`config.mk`:
```
export PLATFORM = sky130hd
export DESIGN_NAME = lmsm_sequencer_flat
export DESIGN_NICKNAME = d
export VERILOG_FILES = /design/src/rtl/risc24_pkg.sv /design/src/rtl/lmsm_sequencer_if.sv /design/src/rtl/lmsm_sequencer_prio_enc8.sv /design/src/rtl/lmsm_sequencer.sv /design/src/flat_wrapper.sv
export SDC_FILE = /design/constraint.sdc
export NUM_CORES = 1
export LEC_CHECK = 0
export CAP_MARGIN = 20
export CORE_UTILIZATION = 49
export CTS_BUF_LIST = sky130_fd_sc_hd__clkbuf_2 sky130_fd_sc_hd__clkbuf_4 sky130_fd_sc_hd__clkbuf_8
export DETAILED_ROUTE_END_ITERATION = 8
export PLACE_DENSITY = 0.9
export REMOVE_ABC_BUFFERS = 1
export SLEW_MARGIN = 0
export SYNTH_ARGS = -nofsm -noshare
export SYNTH_HDL_FRONTEND = slang
export SYNTH_SLANG_ARGS = --single-unit
```
`constraint.sdc`:
```
create_clock -name clk -period 4.9 [get_ports clk]
set_clock_uncertainty 0.1 [all_clocks]
set_input_delay 0.98 -clock clk [delete_from_list [all_inputs] [get_ports clk]]
set_output_delay 0.98 -clock clk [all_outputs]
set_load 0.02 [all_outputs]
```
`src/rtl/risc24_pkg.sv`:
```
// Shared types and constants for the multicycle core's LM/SM sequencer.
// Holds the sequencer state enum, datapath widths and the register index type.
package risc24_pkg;

  localparam int DW   = 16;
  localparam int NREG = 8;

  typedef logic [2:0] reg_idx_t;

  // R0 holds the PC and is never moved by LM/SM.
  localparam reg_idx_t PC_REG = 3'd0;

  typedef enum logic [1:0] {
    IDLE = 2'd0,
    RUN  = 2'd1,
    DONE = 2'd2
  } state_e;

  // Mask with the bit at position idx cleared.
  function automatic logic [NREG-1:0] clear_bit(input logic [NREG-1:0] vec, input reg_idx_t idx);
    logic [NREG-1:0] r;
    r      = vec;
    r[idx] = 1'b0;
    return r;
  endfunction

endpackage

```
`src/rtl/lmsm_sequencer_if.sv`:
```
// Bundle of request, register-file and data-memory signals of the LM/SM sequencer.
// The master side is the sequencer; the slave side is control FSM + RF + memory.
interface lmsm_sequencer_if;
  import risc24_pkg::*;

  // Handshake: start is a one-cycle request honoured only while busy is low;
  // it is not queued. done pulses for exactly one cycle when the walk completes,
  // and busy stays high from the cycle after acceptance through the done cycle.
  logic            start;
  logic            is_lm;
  logic [NREG-1:0] mask;
  logic [DW-1:0]   base_addr;

  reg_idx_t        rf_ra;
  logic [DW-1:0]   rf_rd;
  reg_idx_t        rf_wa;
  logic [DW-1:0]   rf_wd;
  logic            rf_we;

  logic [DW-1:0]   mem_addr;
  logic [DW-1:0]   mem_rdata;
  logic [DW-1:0]   mem_wdata;
  logic            mem_we;

  logic            busy;
  logic            done;
  state_e          dbg_state;

  modport master (
    input  start, is_lm, mask, base_addr, rf_rd, mem_rdata,
    output rf_ra, rf_wa, rf_wd, rf_we, mem_addr, mem_wdata, mem_we,
    output busy, done, dbg_state
  );

  modport slave (
    output start, is_lm, mask, base_addr, rf_rd, mem_rdata,
    input  rf_ra, rf_wa, rf_wd, rf_we, mem_addr, mem_wdata, mem_we,
    input  busy, done, dbg_state
  );

endinterface

```
`src/rtl/lmsm_sequencer_prio_enc8.sv`:
```
// 8-bit lowest-set-bit encoder; idx is 0 when no bit is set (any=0).
module prio_enc8 (
  input  logic [7:0] vec,
  output logic [2:0] idx,
  output logic       any
);

  always_comb begin
    idx = 3'd0;
    any = |vec;
    for (int i = 7; i >= 0; i--) begin
      if (vec[i]) idx = 3'(i);
    end
  end

endmodule

```
`src/rtl/lmsm_sequencer.sv`:
```
// Load/store-multiple sequencer: walks a register mask, one RF<->memory transfer
// per cycle at consecutive addresses, then pulses done.
module lmsm_sequencer
  import risc24_pkg::*;
(
  input  logic               clk,
  input  logic               reset,
  lmsm_sequencer_if.master   bus
);

  state_e          state_q, state_d;
  logic [NREG-1:0] pend_q, pend_d;
  logic [DW-1:0]   addr_q, addr_d;
  logic [DW-1:0]   last_addr_q, last_addr_d;
  logic            op_lm_q, op_lm_d;
  reg_idx_t        ra_q, ra_d;
  reg_idx_t        wa_q, wa_d;

  reg_idx_t        idx;
  logic            pend_any;
  logic [NREG-1:0] pend_clr;
  logic [NREG-1:0] eff_mask;
  logic            in_run;
  logic            xfer;

  prio_enc8 u_pick (
    .vec (pend_q),
    .idx (idx),
    .any (pend_any)
  );

  assign pend_clr = clear_bit(pend_q, idx);
  assign eff_mask = clear_bit(bus.mask, PC_REG);
  assign in_run   = (state_q == RUN);

  always_comb begin
    state_d     = state_q;
    pend_d      = pend_q;
    addr_d      = addr_q;
    last_addr_d = last_addr_q;
    op_lm_d     = op_lm_q;
    ra_d        = ra_q;
    wa_d        = wa_q;
    case (state_q)
      IDLE: begin
        if (bus.start) begin
          pend_d  = eff_mask;
          addr_d  = bus.base_addr;
          op_lm_d = bus.is_lm;
          state_d = (|eff_mask) ? RUN : DONE;
        end
      end
      RUN: begin
        if (pend_any) begin
          pend_d      = pend_clr;
          addr_d      = addr_q + DW'(1);
          last_addr_d = addr_q;
          if (op_lm_q) wa_d = idx;
          else         ra_d = idx;
          if (pend_clr == '0) state_d = DONE;
        end else begin
          // Unreachable with a consistent pend; recover rather than stall.
          state_d = DONE;
        end
      end
      DONE:    state_d = IDLE;
      default: state_d = IDLE;
    endcase
  end

  always_ff @(posedge clk) begin
    if (reset) begin
      state_q     <= IDLE;
      pend_q      <= '0;
      addr_q      <= '0;
      last_addr_q <= '0;
      op_lm_q     <= 1'b0;
      ra_q        <= '0;
      wa_q        <= '0;
    end else begin
      state_q     <= state_d;
      pend_q      <= pend_d;
      addr_q      <= addr_d;
      last_addr_q <= last_addr_d;
      op_lm_q     <= op_lm_d;
      ra_q        <= ra_d;
      wa_q        <= wa_d;
    end
  end

  // Strobes are gated by reset so a transfer in the reset cycle never commits.
  assign xfer = in_run && pend_any && !reset;

  assign bus.rf_we     = xfer && op_lm_q;
  assign bus.mem_we    = xfer && !op_lm_q;
  assign bus.rf_wa     = (in_run && op_lm_q)  ? idx : wa_q;
  assign bus.rf_ra     = (in_run && !op_lm_q) ? idx : ra_q;
  assign bus.mem_addr  = in_run ? addr_q : last_addr_q;
  assign bus.rf_wd     = bus.mem_rdata;
  assign bus.mem_wdata = bus.rf_rd;
  assign bus.busy      = (state_q != IDLE);
  assign bus.done      = (state_q == DONE);
  assign bus.dbg_state = state_q;

endmodule

```
`src/flat_wrapper.sv`:
```
// flat-port wrapper written by rule: the top's interface ports become plain ports
module lmsm_sequencer_flat import risc24_pkg::*;
  (clk, reset, bus_start, bus_is_lm, bus_mask, bus_base_addr, bus_rf_rd, bus_mem_rdata, bus_rf_ra, bus_rf_wa, bus_rf_wd, bus_rf_we, bus_mem_addr, bus_mem_wdata, bus_mem_we, bus_busy, bus_done, bus_dbg_state);
  lmsm_sequencer_if bus_i ();
  input  logic clk;
  input  logic reset;
  input wire logic [$bits(bus_i.start)-1:0] bus_start;
  input wire logic [$bits(bus_i.is_lm)-1:0] bus_is_lm;
  input wire logic [$bits(bus_i.mask)-1:0] bus_mask;
  input wire logic [$bits(bus_i.base_addr)-1:0] bus_base_addr;
  input wire logic [$bits(bus_i.rf_rd)-1:0] bus_rf_rd;
  input wire logic [$bits(bus_i.mem_rdata)-1:0] bus_mem_rdata;
  output wire logic [$bits(bus_i.rf_ra)-1:0] bus_rf_ra;
  output wire logic [$bits(bus_i.rf_wa)-1:0] bus_rf_wa;
  output wire logic [$bits(bus_i.rf_wd)-1:0] bus_rf_wd;
  output wire logic [$bits(bus_i.rf_we)-1:0] bus_rf_we;
  output wire logic [$bits(bus_i.mem_addr)-1:0] bus_mem_addr;
  output wire logic [$bits(bus_i.mem_wdata)-1:0] bus_mem_wdata;
  output wire logic [$bits(bus_i.mem_we)-1:0] bus_mem_we;
  output wire logic [$bits(bus_i.busy)-1:0] bus_busy;
  output wire logic [$bits(bus_i.done)-1:0] bus_done;
  output wire logic [$bits(bus_i.dbg_state)-1:0] bus_dbg_state;
  assign bus_i.start = bus_start;
  assign bus_i.is_lm = bus_is_lm;
  assign bus_i.mask = bus_mask;
  assign bus_i.base_addr = bus_base_addr;
  assign bus_i.rf_rd = bus_rf_rd;
  assign bus_i.mem_rdata = bus_mem_rdata;
  assign bus_rf_ra = bus_i.rf_ra;
  assign bus_rf_wa = bus_i.rf_wa;
  assign bus_rf_wd = bus_i.rf_wd;
  assign bus_rf_we = bus_i.rf_we;
  assign bus_mem_addr = bus_i.mem_addr;
  assign bus_mem_wdata = bus_i.mem_wdata;
  assign bus_mem_we = bus_i.mem_we;
  assign bus_busy = bus_i.busy;
  assign bus_done = bus_i.done;
  assign bus_dbg_state = bus_i.dbg_state;
  lmsm_sequencer u_core (.clk(clk), .reset(reset), .bus(bus_i));
endmodule
```
==> summary.md <==
| Metric | Value |
|---|---|
| Status | `finished clean` |
| Slew Limit Fails | `0` |
| Final HPWL DP | `5860 microns` |
| Ratio of cells with drive above 1 in the final layout | `under 10%` |
| Placed cells | `around 490` |
| Hold buffers post-CTS | `0` |
| Sw frac | `a little over a third` |
| # rows | `28` |
| CTS H-tree lvls | `2` |
| Top-count cell post-synth | `nand2_1` |
| Unrepaired setup endpoints after global routing | `no` |
| CP arrival | `2630 ps` |
| DR iter-0 viols | `473` |
| Pre-CTS setup slack | `between 1500 and 2000 ps` |
| I/O Buffers | `54` |
| CTS root buf | `clkbuf_8` |
| Post-synth EDFFs | `0` |
| Post_cts resized | `0` |
| Synth Warn # | `0` |
| LEAKAGE | `about 1.2 nW` |
| Sequential power share | `around 45%` |
| Final Power | `about 1.1 mW` |
| # DRC | `0` |
| Layout fillers | `570` |
| Routed vias | `about 3,100` |
| Yosys cell types | `52` |
| PwrDens | `about 310 nW/um^2` |
| Antenna violations before repair | `0` |
| Synth area leader | `dfxtp_1` |
| Max cap viols | `0` |
| Post-layout minimum cycle time | `between 3000 and 4000 ps` |
| First-pass GRT wire length | `between 10,000 and 15,000 microns` |
| PnR worst setup slack | `about 1200 ps` |
| Area growth, synth to finish | `12.1%` |
| CTS tree | `built` |
| Die width | `between 80 and 90 microns` |
| Die height | `slightly above 80 microns` |
| Layout Nets | `between 400 and 500` |
| CP Max Fanout | `9` |
| Overflow left after global routing | `0` |
| Clock latency on the worst-skew pair | `between 300 and 400 ps` |
| CP delay by family, top | `simple AND/OR/NAND/NOR gates` |
| Combinational power share | `between 20 and 30%` |
| Vias in the first global route | `2,732` |
| Diode count | `0` |
| Synth Cell Area | `around 3000 sq um` |
| Final worst-path cycle share | `around three quarters` |
| Setup TNS | `0 ps` |
| CP max stage cell | `nor4_1` |
| CTS Buf Count | `5` |
| Clk slew on worst S/H paths | `around 90 ps` |
| Synth cell count leaders | `nand2_1, dfxtp_1, a21oi_1, buf_4, clkbuf_1` |
| Top cells by area, synth | `dfxtp_1, nand2_1, buf_4, a21oi_1, o32ai_1` |
| Routability congestion estimate | `roughly 0.91` |
| Post-DRT Antenna Nets | `0` |
| Final Non-Filler Cells | `502` |
| Synthesized instance count | `427` |
| Buffer and inverter count on the worst path | `1` |
| Final wirelength | `between 8000 and 9000 microns` |
| Max Clk Rate | `about 270 MHz` |
| Final hold vios | `0` |
| Via density | `between 6 and 7` |
| Cells along the critical path | `nor4_1 > nand2_1 > o31ai_1 > clkdlybuf4s50_1` |
| Die footprint | `~6500 sq um` |
| GRT Util Overall | `between 20% and 30%` |
| # IOs | `120` |
| Crit start category | `flip-flop` |
| Crit Path Category | `flip-flop to output port` |
| Clock tree buffer depth | `2` |
| WL per Instance | `roughly 17 microns` |
| Initial DRT Pass Iterations | `5` |
| Setup Viol. Count Final | `0` |
| Initial Utilization | `just over 50%` |
| Register area share after synthesis | `32.2%` |
| Max incr delay on CP | `830 ps` |
| VDD IR max | `0.182 mV` |
| Slew @ Worst Pin | `between 900 and 1000 ps` |
| Clock Sinks | `between 40 and 50` |
| Synth top area share | `approximately 32%` |
| Reg area | `981 sq um` |
| Clock share of power | `approximately a quarter` |
| Slew HR | `between 30% and 40%` |
| Worst setup EP type | `output port` |
| Yosys reg bits | `between 40 and 50` |
| Setup bufs post-CTS | `0` |
| FFs w/ async S/R, synth | `0%` |
| Top_reg_cell synth | `dfxtp_1` |
| Largest net degree at the start of global routing | `a little under 50` |
| Internal power | `a little under 0.7 mW` |
| Tightest Hold Check Type | `flip-flop to flip-flop` |
| Area of the multi-input gates | `between 1500 and 2000 sq um` |
| Core area | `roughly 6000 sq um` |
| Required time of the critical path | `3820 ps` |
| Synthesized area per cell | `roughly 7.1 sq um` |
| P_sw | `0.367 mW` |
## through the flow
stage / utilization (%) / hold WS, ps / area, sq um
final: 57.4 / 357 / 3420
after global routing: 57.4 / 379 / 3420
after CTS: 57.4 / 360 / 3420
after detailed placement: 55.7 / 347 / 3320
after global placement: 55.7 / 339 / 3320
after floorplan: - / 327 / 2640
## flip-flops by register name, indices dropped and copies added (netlist names)
register and count:
u_core.ra_q 3, u_core.last_addr_q 16, u_core.addr_q 16, u_core.bus.dbg_state 2
u_core.op_lm_q 1, u_core.pend_q 8, u_core.wa_q 3
## layout by cell type, fill, tap and decap left out, types with 2 or more instances in the layout
| master | instances |
|---|---|
| a211oi_1 | 6 |
| and4_1 | 2 |
| inv_1 | 7 |
| nand3_1 | 11 |
| a21oi_1 | 42 |
| nand2_1 | 117 |
| nor2b_1 | 2 |
| o31a_1 | 2 |
| a2bb2oi_1 | 3 |
| and3_1 | 8 |
| dfxtp_1 | 49 |
| o32ai_1 | 10 |
| o211ai_1 | 3 |
| clkbuf_8 | 7 |
| clkdlybuf4s50_1 | 54 |
| o311ai_0 | 4 |
| o22ai_1 | 3 |
| nand2b_1 | 2 |
| nor4_1 | 3 |
| nor3_1 | 8 |
| a22oi_1 | 7 |
| nor3b_1 | 2 |
| o21ai_0 | 13 |
| or4_1 | 4 |
| a221oi_1 | 3 |
| o31ai_1 | 2 |
| buf_4 | 5 |
| a31oi_1 | 3 |
| and2_1 | 3 |
| nand4_1 | 4 |
| a31o_2 | 2 |
| nor2_1 | 15 |
## power by group through the flow
stage	Combinational, mW	Clock [mW]	Sequential [mW]
4_1_cts	0.302	0.271	0.475
3_5_place_dp	0.301	0	0.485
3_3_place_gp	0.295	0	0.482
5_1_grt	0.334	0.289	0.484
6_report	0.306	0.269	0.477
2_1_floorplan	0.185	0	0.474
## cells by family after synthesis
family                     synth area share, %
and+or+nand+nor                           27.3
buffers and inverters                     14.3
AOI/OAI and AO/OA                         25.8
DFF                                       32.2
adders and majority gates                0.410
## layer usage
metal  vias up  wire length, microns  track usage (%)
li1       1482                     -                -
met1      1445                  3950             39.9
met2       153                  3680             37.7
met3        14                   890             10.4
met4         0                   166             10.2
met5         -                     0             4.17
## worst paths after layout
| kind | endpoint | startpoint | slack, ps | cells after the start |
|---|---|---|---|---|
| min reg2reg | u_core.last_addr_q[15] | u_core.last_addr_q[15] | 360 | 2 |
| max | bus_rf_ra[2] | u_core.pend_q[0] | 1190 | 4 |
| max reg2reg | u_core.addr_q[15] | u_core.bus.dbg_state[1] | 1840 | 6 |
| min | u_core.last_addr_q[15] | u_core.last_addr_q[15] | 360 | 2 |
## cell type report
type                            count  area share, %
Clock buffer                        7           2.82
Inverter                            7          0.769
Timing Repair Buffer               59           16.9
Sequential cell                    49           28.7
Multi-Input combinational cell    304           47.9
Tap cell                           75           2.75
Clock inverter                      1          0.146
## worst reg2reg max path, delay by kind of cell, from the launching register on
family | cells | cell delay, ps
buffers and inverters | 2 | 580
AOI/OAI and AO/OA | 2 | 270
and+or+nand+nor | 2 | 1460
DFF | 1 | 490
Power figures use the tool's default switching activity.
